**src/rtl/id_ex_stage_if.sv**
```systemverilog
// ID->EX handoff bundle: ID-side decode, WB bypass and flush inputs, plus registered EX-side outputs.
// master drives ID/WB/flush and observes the stage; slave is the pipeline register itself.
interface id_ex_stage_if #(
    parameter int DATA_W  = 32,
    parameter int RADDR_W = 5,
    parameter int CNT_W   = 16
);
    logic               id_valid;
    logic [RADDR_W-1:0] id_rs;
    logic [RADDR_W-1:0] id_rt;
    logic [RADDR_W-1:0] id_rd;
    logic               id_uses_rt;
    logic [DATA_W-1:0]  id_rdata1;
    logic [DATA_W-1:0]  id_rdata2;
    logic [DATA_W-1:0]  id_imm;
    logic [7:0]         id_ctrl;
    logic               wb_regwrite;
    logic [RADDR_W-1:0] wb_writereg;
    logic [DATA_W-1:0]  wb_writedata;
    logic               ex_flush;
    logic               stall;
    logic               ex_valid;
    logic [RADDR_W-1:0] ex_rs;
    logic [RADDR_W-1:0] ex_rt;
    logic [RADDR_W-1:0] ex_rd;
    logic [DATA_W-1:0]  ex_a;
    logic [DATA_W-1:0]  ex_b;
    logic [DATA_W-1:0]  ex_imm;
    logic [7:0]         ex_ctrl;
    logic [CNT_W-1:0]   bubble_cnt;

    modport master (
        output id_valid, id_rs, id_rt, id_rd, id_uses_rt, id_rdata1, id_rdata2, id_imm, id_ctrl,
        output wb_regwrite, wb_writereg, wb_writedata, ex_flush,
        input  stall, ex_valid, ex_rs, ex_rt, ex_rd, ex_a, ex_b, ex_imm, ex_ctrl, bubble_cnt
    );

    modport slave (
        input  id_valid, id_rs, id_rt, id_rd, id_uses_rt, id_rdata1, id_rdata2, id_imm, id_ctrl,
        input  wb_regwrite, wb_writereg, wb_writedata, ex_flush,
        output stall, ex_valid, ex_rs, ex_rt, ex_rd, ex_a, ex_b, ex_imm, ex_ctrl, bubble_cnt
    );
endinterface

```
**src/rtl/id_ex_stage.sv**
```systemverilog
// ID/EX pipeline register with load-use stall/bubble, WB->operand bypass and EX flush; 1-cycle latency.
// Upstream holds ID while stall is high (combinational, one cycle per load); flush overrides stall.
module id_ex_stage #(
    parameter int DATA_W  = 32,
    parameter int RADDR_W = 5,
    parameter int CNT_W   = 16
) (
    input  logic          clk,
    input  logic          rst_n,
    id_ex_stage_if.slave  bus
);
    logic               ex_valid_q, ex_valid_d;
    logic [RADDR_W-1:0] ex_rs_q, ex_rs_d;
    logic [RADDR_W-1:0] ex_rt_q, ex_rt_d;
    logic [RADDR_W-1:0] ex_rd_q, ex_rd_d;
    logic [DATA_W-1:0]  ex_a_q, ex_a_d;
    logic [DATA_W-1:0]  ex_b_q, ex_b_d;
    logic [DATA_W-1:0]  ex_imm_q, ex_imm_d;
    logic [7:0]         ex_ctrl_q, ex_ctrl_d;
    logic [CNT_W-1:0]   bubble_cnt_q, bubble_cnt_d;
    logic               hazard;
    logic               bypass_a;
    logic               bypass_b;

    // ex_ctrl_q[6] is memread: a load in EX whose rt is still needed by ID
    assign hazard = ex_valid_q & ex_ctrl_q[6] & (ex_rt_q != '0) & bus.id_valid &
                    ((ex_rt_q == bus.id_rs) | (bus.id_uses_rt & (ex_rt_q == bus.id_rt)));

    assign bypass_a = bus.wb_regwrite & (bus.wb_writereg != '0) & (bus.wb_writereg == bus.id_rs);
    assign bypass_b = bus.wb_regwrite & (bus.wb_writereg != '0) & (bus.wb_writereg == bus.id_rt);

    always_comb begin
        ex_valid_d   = 1'b0;
        ex_rs_d      = '0;
        ex_rt_d      = '0;
        ex_rd_d      = '0;
        ex_a_d       = '0;
        ex_b_d       = '0;
        ex_imm_d     = '0;
        ex_ctrl_d    = '0;
        bubble_cnt_d = bubble_cnt_q;
        if (bus.ex_flush) begin
            bubble_cnt_d = bubble_cnt_q;
        end else if (hazard) begin
            if (!(&bubble_cnt_q)) begin
                bubble_cnt_d = bubble_cnt_q + CNT_W'(1);
            end
        end else begin
            ex_valid_d = bus.id_valid;
            ex_ctrl_d  = bus.id_valid ? bus.id_ctrl : 8'h00;
            ex_rs_d    = bus.id_rs;
            ex_rt_d    = bus.id_rt;
            ex_rd_d    = bus.id_rd;
            ex_imm_d   = bus.id_imm;
            ex_a_d     = bypass_a ? bus.wb_writedata : bus.id_rdata1;
            ex_b_d     = bypass_b ? bus.wb_writedata : bus.id_rdata2;
        end
    end

    always_ff @(posedge clk or negedge rst_n) begin
        if (!rst_n) begin
            ex_valid_q   <= 1'b0;
            ex_rs_q      <= '0;
            ex_rt_q      <= '0;
            ex_rd_q      <= '0;
            ex_a_q       <= '0;
            ex_b_q       <= '0;
            ex_imm_q     <= '0;
            ex_ctrl_q    <= '0;
            bubble_cnt_q <= '0;
        end else begin
            ex_valid_q   <= ex_valid_d;
            ex_rs_q      <= ex_rs_d;
            ex_rt_q      <= ex_rt_d;
            ex_rd_q      <= ex_rd_d;
            ex_a_q       <= ex_a_d;
            ex_b_q       <= ex_b_d;
            ex_imm_q     <= ex_imm_d;
            ex_ctrl_q    <= ex_ctrl_d;
            bubble_cnt_q <= bubble_cnt_d;
        end
    end

    assign bus.stall      = hazard & ~bus.ex_flush;
    assign bus.ex_valid   = ex_valid_q;
    assign bus.ex_rs      = ex_rs_q;
    assign bus.ex_rt      = ex_rt_q;
    assign bus.ex_rd      = ex_rd_q;
    assign bus.ex_a       = ex_a_q;
    assign bus.ex_b       = ex_b_q;
    assign bus.ex_imm     = ex_imm_q;
    assign bus.ex_ctrl    = ex_ctrl_q;
    assign bus.bubble_cnt = bubble_cnt_q;
endmodule

```
**src/flat_wrapper.sv**
```systemverilog
// flat-port wrapper written by rule: the top's interface ports become plain ports
module id_ex_stage_flat 
#(
    parameter int DATA_W  = 32,
    parameter int RADDR_W = 5,
    parameter int CNT_W   = 16
)
  (clk, rst_n, bus_id_valid, bus_id_rs, bus_id_rt, bus_id_rd, bus_id_uses_rt, bus_id_rdata1, bus_id_rdata2, bus_id_imm, bus_id_ctrl, bus_wb_regwrite, bus_wb_writereg, bus_wb_writedata, bus_ex_flush, bus_stall, bus_ex_valid, bus_ex_rs, bus_ex_rt, bus_ex_rd, bus_ex_a, bus_ex_b, bus_ex_imm, bus_ex_ctrl, bus_bubble_cnt);
  id_ex_stage_if #(.DATA_W(DATA_W), .RADDR_W(RADDR_W), .CNT_W(CNT_W)) bus_i ();
  input  logic clk;
  input  logic rst_n;
  input wire logic [$bits(bus_i.id_valid)-1:0] bus_id_valid;
  input wire logic [$bits(bus_i.id_rs)-1:0] bus_id_rs;
  input wire logic [$bits(bus_i.id_rt)-1:0] bus_id_rt;
  input wire logic [$bits(bus_i.id_rd)-1:0] bus_id_rd;
  input wire logic [$bits(bus_i.id_uses_rt)-1:0] bus_id_uses_rt;
  input wire logic [$bits(bus_i.id_rdata1)-1:0] bus_id_rdata1;
  input wire logic [$bits(bus_i.id_rdata2)-1:0] bus_id_rdata2;
  input wire logic [$bits(bus_i.id_imm)-1:0] bus_id_imm;
  input wire logic [$bits(bus_i.id_ctrl)-1:0] bus_id_ctrl;
  input wire logic [$bits(bus_i.wb_regwrite)-1:0] bus_wb_regwrite;
  input wire logic [$bits(bus_i.wb_writereg)-1:0] bus_wb_writereg;
  input wire logic [$bits(bus_i.wb_writedata)-1:0] bus_wb_writedata;
  input wire logic [$bits(bus_i.ex_flush)-1:0] bus_ex_flush;
  output wire logic [$bits(bus_i.stall)-1:0] bus_stall;
  output wire logic [$bits(bus_i.ex_valid)-1:0] bus_ex_valid;
  output wire logic [$bits(bus_i.ex_rs)-1:0] bus_ex_rs;
  output wire logic [$bits(bus_i.ex_rt)-1:0] bus_ex_rt;
  output wire logic [$bits(bus_i.ex_rd)-1:0] bus_ex_rd;
  output wire logic [$bits(bus_i.ex_a)-1:0] bus_ex_a;
  output wire logic [$bits(bus_i.ex_b)-1:0] bus_ex_b;
  output wire logic [$bits(bus_i.ex_imm)-1:0] bus_ex_imm;
  output wire logic [$bits(bus_i.ex_ctrl)-1:0] bus_ex_ctrl;
  output wire logic [$bits(bus_i.bubble_cnt)-1:0] bus_bubble_cnt;
  assign bus_i.id_valid = bus_id_valid;
  assign bus_i.id_rs = bus_id_rs;
  assign bus_i.id_rt = bus_id_rt;
  assign bus_i.id_rd = bus_id_rd;
  assign bus_i.id_uses_rt = bus_id_uses_rt;
  assign bus_i.id_rdata1 = bus_id_rdata1;
  assign bus_i.id_rdata2 = bus_id_rdata2;
  assign bus_i.id_imm = bus_id_imm;
  assign bus_i.id_ctrl = bus_id_ctrl;
  assign bus_i.wb_regwrite = bus_wb_regwrite;
  assign bus_i.wb_writereg = bus_wb_writereg;
  assign bus_i.wb_writedata = bus_wb_writedata;
  assign bus_i.ex_flush = bus_ex_flush;
  assign bus_stall = bus_i.stall;
  assign bus_ex_valid = bus_i.ex_valid;
  assign bus_ex_rs = bus_i.ex_rs;
  assign bus_ex_rt = bus_i.ex_rt;
  assign bus_ex_rd = bus_i.ex_rd;
  assign bus_ex_a = bus_i.ex_a;
  assign bus_ex_b = bus_i.ex_b;
  assign bus_ex_imm = bus_i.ex_imm;
  assign bus_ex_ctrl = bus_i.ex_ctrl;
  assign bus_bubble_cnt = bus_i.bubble_cnt;
  id_ex_stage #(.DATA_W(DATA_W), .RADDR_W(RADDR_W), .CNT_W(CNT_W)) u_core (.clk(clk), .rst_n(rst_n), .bus(bus_i));
endmodule
```
**config.mk**
```make
export PLATFORM = sky130hd
export DESIGN_NAME = id_ex_stage_flat
export DESIGN_NICKNAME = d
export VERILOG_FILES = /design/src/rtl/id_ex_stage_if.sv /design/src/rtl/id_ex_stage.sv /design/src/flat_wrapper.sv
export SDC_FILE = /design/constraint.sdc
export NUM_CORES = 1
export LEC_CHECK = 0
export ABC_AREA = 1
export CORE_MARGIN = 2
export CORE_UTILIZATION = 45
export DETAILED_ROUTE_END_ITERATION = 10
export GPL_TIMING_DRIVEN = 0
export PLACE_DENSITY = 0.87
export SLEW_MARGIN = 20
export SYNTH_ARGS = -nofsm -noshare
export SYNTH_HDL_FRONTEND = slang
export SYNTH_SLANG_ARGS = --single-unit
```
**constraint.sdc**
```tcl
create_clock -name clk -period 4.1 [get_ports clk]
set_input_delay 0.82 -clock clk [delete_from_list [all_inputs] [get_ports clk]]
set_output_delay 0.82 -clock clk [all_outputs]
set_load 0.03 [all_outputs]
```
==> run_results.csv, run 1 <==
group,metric,value,unit
synthesis,synth_cells,840,
layout,stdcell_area,10200,µm²
synthesis,yosysTopAreaCellShare,53.1,%
synthesis,mappedNetlistArea,6410,µm²
layout,fillerInstances,1028,
timing,worst_hold_slack,0.322,ns
route,dr.first_iter.drc_count,377,
worst_setup_path,startpoint_type,"primary input",
timing,finClkSkew,0.0103,ns
timing,drv_slew,0,
layout,seqCellArea,3400,µm²
synthesis,ys_top_cells_by_area,"dfrtp_1, nand2_1, nor2_1",
placement,hpwl,15.7,mm
cts,cts_root_buf,"clkbuf_16",
cts,cts_hold_buf,0,
placement,placed_cell_area,9640,µm²
pwr,ir_worst_vdd,0.226,mV
global_routing,antenna_found_initial,0,
timing,tns,0,ns
placement,gp_congestion,0.898,
synthesis,synth.avg_cell_area,7.63,µm²
cts,clk_pin_slew,0.06,ns
placement,port_buffers,297,
global_routing,overflow,0,
run_status,status,"completed",
timing,period_share,91.3,%
cts,cts.sinks,136,
cts,cts_buffer_depth,2,
run,cap_violations,0,
global_routing,grt_use_total,27.4,%
cts,postCtsSetupRepairBufs,0,
timing,setup_ws,0.355,ns
synthesis,ys_seq_area_share,53.1,%
layout,antenna_cells,0,
global_routing,grt_pass1_wl,31.5,mm
timing,final_hold_viol_count,0,
route,drc_errors,0,
route,drt_pre_antenna_iters,5,
timing,max_slew.worst_pin.slew,0.597,ns
floorplanning,die-area,15200,µm²
route,vias,6541,
floorplanning,io-pin-count,299,
layout,drive_above_1_share,6.50,%
synthesis,yosys.area.top_type,"dfrtp_1",
pwr,leakagePower,0.00528,µW
synthesis,synth_warnings,0,
cts,cts_tree,"done",
layout,multi_input_area,2250,µm²
floorplanning,core,13900,µm²
synthesis,ys_types,22,
worst_setup_path,crit_required,3.28,ns
timing,min_period,3.74,ns
route,drt_wl_total,20.6,mm
synthesis,syn-num-nets,1003,
route,wl_per_cell,15.3,µm
placement,dp_slack,0.351,ns
route,viasPerCell,4.85,
hold_path,hold_path_class,"primary input to asynchronous set/reset pin",
synthesis,synth-seq-cells,136,
floorplanning,initial_utilization,46.2,%
layout,layout_common_cells,"clkdlybuf4s50_1, nand2_1, nor2_1",
worst_setup_path,worstSetupPathType,"primary input to primary output",
floorplanning,die_h,123,µm
layout,nets,1320,
route,postRouteAntennaNets,0,
layout,syn2layout_area_growth,59.4,%
timing,max_freq,0.267,GHz
cts,htreeDepth,4,
floorplanning,row_count,43,
timing,final-setup-viol-count,0,
worst_setup_path,cp.arrival,2.92,ns
floorplanning,die_w,123,µm
layout,final_common_cell,"clkdlybuf4s50_1",
layout,fin_util,73.6,%
global_routing,grt_max_degree,78,
worst_setup_path,endpoint_kind,"primary output",
worst_setup_path,worst-path-max-fanout,10,
pwr,p_per_area,349,nW/µm²
cts,clock_latency,0.41,ns
timing,slew_headroom,60.0,%
cts,cts_made_buffers,17,
global_routing,grt_pass1_vias,6347,
cts,cts_resized,0,
timing,rsz0062_at_grt,"false",
## metrics by stage
step	power, µW	cells
6_report	3570	1349
5_1_grt	3710	1349
4_1_cts	3590	1349
3_5_place_dp	2120	1318
3_3_place_gp	2100	1317
2_1_floorplan	1740	840
## critical path: stages
cell and delay [ns]:
clkdlybuf4s50_1 0.54, inv_2 0.06, nand2_1 0.05, nand2_1 0.05
nor2_1 0.11, nand3_1 0.15, nand2_4 0.17, nand2_4 0.12
nor2_1 0.16, clkdlybuf4s50_1 0.69
## flip-flops by register name, indices dropped and copies added, names as in the netlist
name / count
u_core.bus.ex_rd: 5
u_core.bus.ex_a: 32
u_core.bus.ex_b: 32
u_core.bus.ex_valid: 1
u_core.bus.ex_rs: 5
u_core.bus.bubble_cnt: 16
u_core.bus.ex_ctrl: 8
u_core.bus.ex_rt: 5
u_core.bus.ex_imm: 32
## final timing paths
check	depth (start not counted)	start	end	slack (ns)
worst max-delay path	10	bus_id_rt[1]	bus_stall	0.36
worst min-delay path	1	rst_n	u_core.bus.ex_a[24]	0.32
worst max register to register	10	u_core.bus.bubble_cnt[0]	u_core.bus.bubble_cnt[7]	1.95
worst min register to register	2	u_core.bus.bubble_cnt[1]	u_core.bus.bubble_cnt[1]	0.56
max in group asynchronous	2	rst_n	u_core.bus.ex_valid	3.01
min in group clk	2	u_core.bus.bubble_cnt[1]	u_core.bus.bubble_cnt[1]	0.56
## Yosys cell counts
library cell	instances
nand2_1	253
nor2_1	151
dfrtp_1	136
inv_1	123
nand3_1	75
nand4_1	22
buf_2	17
inv_2	10
buf_6	9
clkbuf_1	8
clkinv_1	8
xor2_1	8
xnor2_1	6
o21ai_0	3
nand2_4	2
nand3_2	2
nor2_2	2
buf_1	1
buf_4	1
ha_1	1
nand2_2	1
nand3b_1	1
## logic make-up (layout without fill, tap and decap cells)
| logic type | after synthesis | count (layout) | share of synthesized area [%] |
|---|---|---|---|
| DFF | 136 | 136 | 53.1 |
| adders and majority gates | 1 | 1 | 0.195 |
| xor gates and xnor gates | 14 | 14 | 1.91 |
| buffers and inverters | 177 | 506 | 11.8 |
| AOI/OAI and AO/OA | 3 | 3 | 0.234 |
| and+or+nand+nor | 509 | 509 | 32.7 |
## metal layers
| metal | wire length [µm] | vias up | GRT usage [%] |
|---|---|---|---|
| met4 | 680 | 0 | 12.0 |
| met5 | 0 | - | 0 |
| met2 | 10400 | 308 | 47.3 |
| met1 | 7470 | 3049 | 30.6 |
| met3 | 2050 | 46 | 9.50 |
| li1 | - | 3138 | - |
## report_power, final
part / internal [µW] / switching [µW] / leakage, µW
combinational: 307 / 362 / 0.00323
sequential: 1400 / 21.6 / 0.00178
clock: 899 / 576 / 0.000271
## cell type report
class                           instances  share of cell area [%]
Buffer                                 36                    2.23
Clock buffer                           22                    4.74
Clock inverter                          9                   0.894
Inverter                              141                    5.18
Multi-Input combinational cell        527                    22.0
Sequential cell                       136                    33.3
Tap cell                              180                    2.20
Timing Repair Buffer                  298                    29.4
No activity file was read; power rests on OpenSTA's default activity.
==> run 2: changes to the inputs <==
--- a/config.mk
+++ b/config.mk
@@ -11,6 +11,8 @@
 export DETAILED_ROUTE_END_ITERATION = 10
 export GPL_TIMING_DRIVEN = 0
 export PLACE_DENSITY = 0.87
+export REMOVE_ABC_BUFFERS = 1
+export SKIP_CTS_REPAIR_TIMING = 1
 export SLEW_MARGIN = 20
 export SYNTH_ARGS = -nofsm -noshare
 export SYNTH_HDL_FRONTEND = slang
==> constraint.sdc (replaced) <==
create_clock -name clk -period 4.36 [get_ports clk]
set_input_delay 0.872 -clock clk [delete_from_list [all_inputs] [get_ports clk]]
set_output_delay 0.872 -clock clk [all_outputs]
set_load 0.03 [all_outputs]
==> run 2 against run 1 <==
Net effect: cell count shrank 2.2%; die area is the same; clock-buffer cell count shrank 2; register-to-register slack lost 0.08 ns; wire length shrank 2.7%; core utilization shrank 0.37 points; total power shrank 3.4%; hold slack gained 0.13 ns; flip-flop and latch count is the same; largest cell class unchanged.
==> run_results.csv, run 2 (synthesized netlist as in run 1, its figures left out) <==
group,metric,value,unit
route,drt_wl_total,20.0,mm
cts,cts_root_buf,"clkbuf_16",
cts,cts_buffer_depth,2,
layout,final_common_cell,"clkdlybuf4s50_1",
layout,fillerInstances,1020,
worst_setup_path,endpoint_kind,"primary output",
layout,syn2layout_area_growth,58.6,%
hold_path,hold_path_class,"primary input to asynchronous set/reset pin",
timing,final-setup-viol-count,0,
floorplanning,die_w,123,µm
worst_setup_path,critical_path.max_stage_delay,0.68,ns
route,viasPerCell,4.80,
cts,cts_made_buffers,17,
worst_setup_path,worstSetupPathType,"primary input to primary output",
cts,cts_tree,"done",
cts,cts.sinks,136,
route,postRouteAntennaNets,0,
pwr,switching_share,26.6,%
route,drt_pre_antenna_iters,5,
timing,max_slew.worst_pin.slew,0.775,ns
cts,htreeDepth,4,
run_status,status,"completed",
run,cap_violations,0,
timing,max_freq,0.251,GHz
global_routing,overflow,0,
pwr,pwr-share-seq,38.9,%
route,vias,6331,
floorplanning,die_h,123,µm
layout,antenna_cells,0,
timing,rsz0062_at_grt,"false",
pwr,comb_power_share,18.2,%
timing,final_hold_viol_count,0,
layout,drive_above_1_share,5.09,%
pwr,ir_worst_vdd,0.212,mV
pwr,power_frac_clock,43.0,%
worst_setup_path,path_cells,"clkdlybuf4s50_1 > inv_1 > nor2_1 > o21ai_0 > inv_2 > nand2_4 > nor2_1 > clkdlybuf4s50_1",
global_routing,grt_use_total,26.6,%
pwr,p_per_area,339,nW/µm²
route,wl_per_cell,15.2,µm
worst_setup_path,startpoint_type,"primary input",
placement,hpwl,14.2,mm
pwr,power,3450,µW
timing,period_share,91.2,%
cts,clock_latency,0.42,ns
global_routing,grt_max_degree,113,
global_routing,antenna_found_initial,0,
floorplanning,die-area,15200,µm²
timing,finClkSkew,0.00884,ns
layout,layout_common_cells,"clkdlybuf4s50_1, nand2_1, nor2_1",
worst_setup_path,cp_num_buf_inv,4,
global_routing,grt_pass1_wl,30.7,mm
timing,min_period,3.98,ns
placement,port_buffers,298,
global_routing,grt_pass1_vias,6190,
timing,drv_slew,0,
worst_setup_path,cp.arrival,3.11,ns
pwr,power.switching,916,µW
placement,gp_congestion,0.859,
route,dr.first_iter.drc_count,586,
timing,slew_headroom,48.3,%
layout,fin_util,73.2,%
layout,nets,1289,
timing,worst_hold_slack,0.450,ns
route,drc_errors,0,
worst_setup_path,cpMaxStageDelayCell,"clkdlybuf4s50_1",
floorplanning,initial_utilization,46.2,%
worst_setup_path,cp_top_family,"buffers and inverters",
floorplanning,row_count,43,
timing,tns,0,ns
pwr,internal_power,2530,µW
cts,clk_pin_slew,0.06,ns
floorplanning,io-pin-count,299,
worst_setup_path,crit_required,3.49,ns
floorplanning,core,13900,µm²
pwr,leakagePower,0.00520,µW
worst_setup_path,worst-path-max-fanout,18,
## run 2: cell types whose count changed in the layout (fill, tap and decap cells not counted), sizes merged
cell           delta
buf              -24
bufinv            +2
clkbuf           -10
clkdlybuf4s50     +1
clkinv            +2
clkinvlp          -2
inv               +1
## run 2: metrics by stage
step | cell area (µm²) | instances | worst slack (ns)
after global routing | 10200 | 1319 | 0.234
final | 10200 | 1319 | 0.382
after detailed placement | 9550 | 1287 | 0.383
after floorplan | 6180 | 804 | 0.911
after global placement | 9390 | 1282 | -3.11
after CTS | 10200 | 1319 | 0.376
## run 2: worst register-to-register path, stage by stage, from the launching register on
cell and delay, ns:
dfrtp_1 0.43, ha_1 0.30, nand3_2 0.14, inv_1 0.07
nand2_1 0.10, nor2_1 0.07, nor2_2 0.55, nand3_2 0.47
nand2_1 0.17, nand2_1 0.08
## run 2: cell type report
type | count | area, µm² | area share (%)
Inverter | 141 | 529 | 5.21
Sequential cell | 136 | 3400 | 33.5
Clock buffer | 20 | 447 | 4.39
Timing Repair Buffer | 303 | 3100 | 30.5
Clock inverter | 12 | 166 | 1.64
Tap cell | 180 | 225 | 2.22
Multi-Input combinational cell | 527 | 2300 | 22.6
## run 2: final timing paths
| path | startpoint | slack, ns | cells past startpoint | endpoint |
|---|---|---|---|---|
| max | bus_id_valid | 0.38 | 8 | bus_stall |
| min | rst_n | 0.45 | 1 | u_core.bus.ex_ctrl[7] |
| max reg2reg | u_core.bus.bubble_cnt[0] | 1.87 | 9 | u_core.bus.bubble_cnt[6] |
| min reg2reg | u_core.bus.bubble_cnt[15] | 0.56 | 2 | u_core.bus.bubble_cnt[15] |
| max in group asynchronous | rst_n | 3.22 | 2 | u_core.bus.ex_imm[14] |
| min in group clk | u_core.bus.bubble_cnt[15] | 0.56 | 2 | u_core.bus.bubble_cnt[15] |
## run 2: routing by layer
metal / vias up / share of wire [%] / GRT usage, %
met1: 2893 / 35 / 29.0
met4: 0 / 2.8 / 12.7
met3: 46 / 11 / 9.41
li1: 3071 / - / -
met2: 321 / 51 / 46.0
met5: - / 0 / 0
## run 2: power by group through the flow
stage / clock (µW) / sequential [µW] / combinational (µW)
3_5_place_dp: 0 / 1360 / 628
5_1_grt: 1560 / 1340 / 675
4_1_cts: 1510 / 1340 / 631
2_1_floorplan: 0 / 1480 / 133
3_3_place_gp: 0 / 1360 / 600
6_report: 1480 / 1340 / 627
==> run 3: changes to the inputs <==
--- a/config.mk
+++ b/config.mk
@@ -6,6 +6,7 @@
 export NUM_CORES = 1
 export LEC_CHECK = 0
 export ABC_AREA = 1
+export CAP_MARGIN = 15
 export CORE_MARGIN = 2
 export CORE_UTILIZATION = 45
 export DETAILED_ROUTE_END_ITERATION = 10
==> results of run 3 <==
Same layout as run 2: the final DEF is identical, and so are final timing and power.
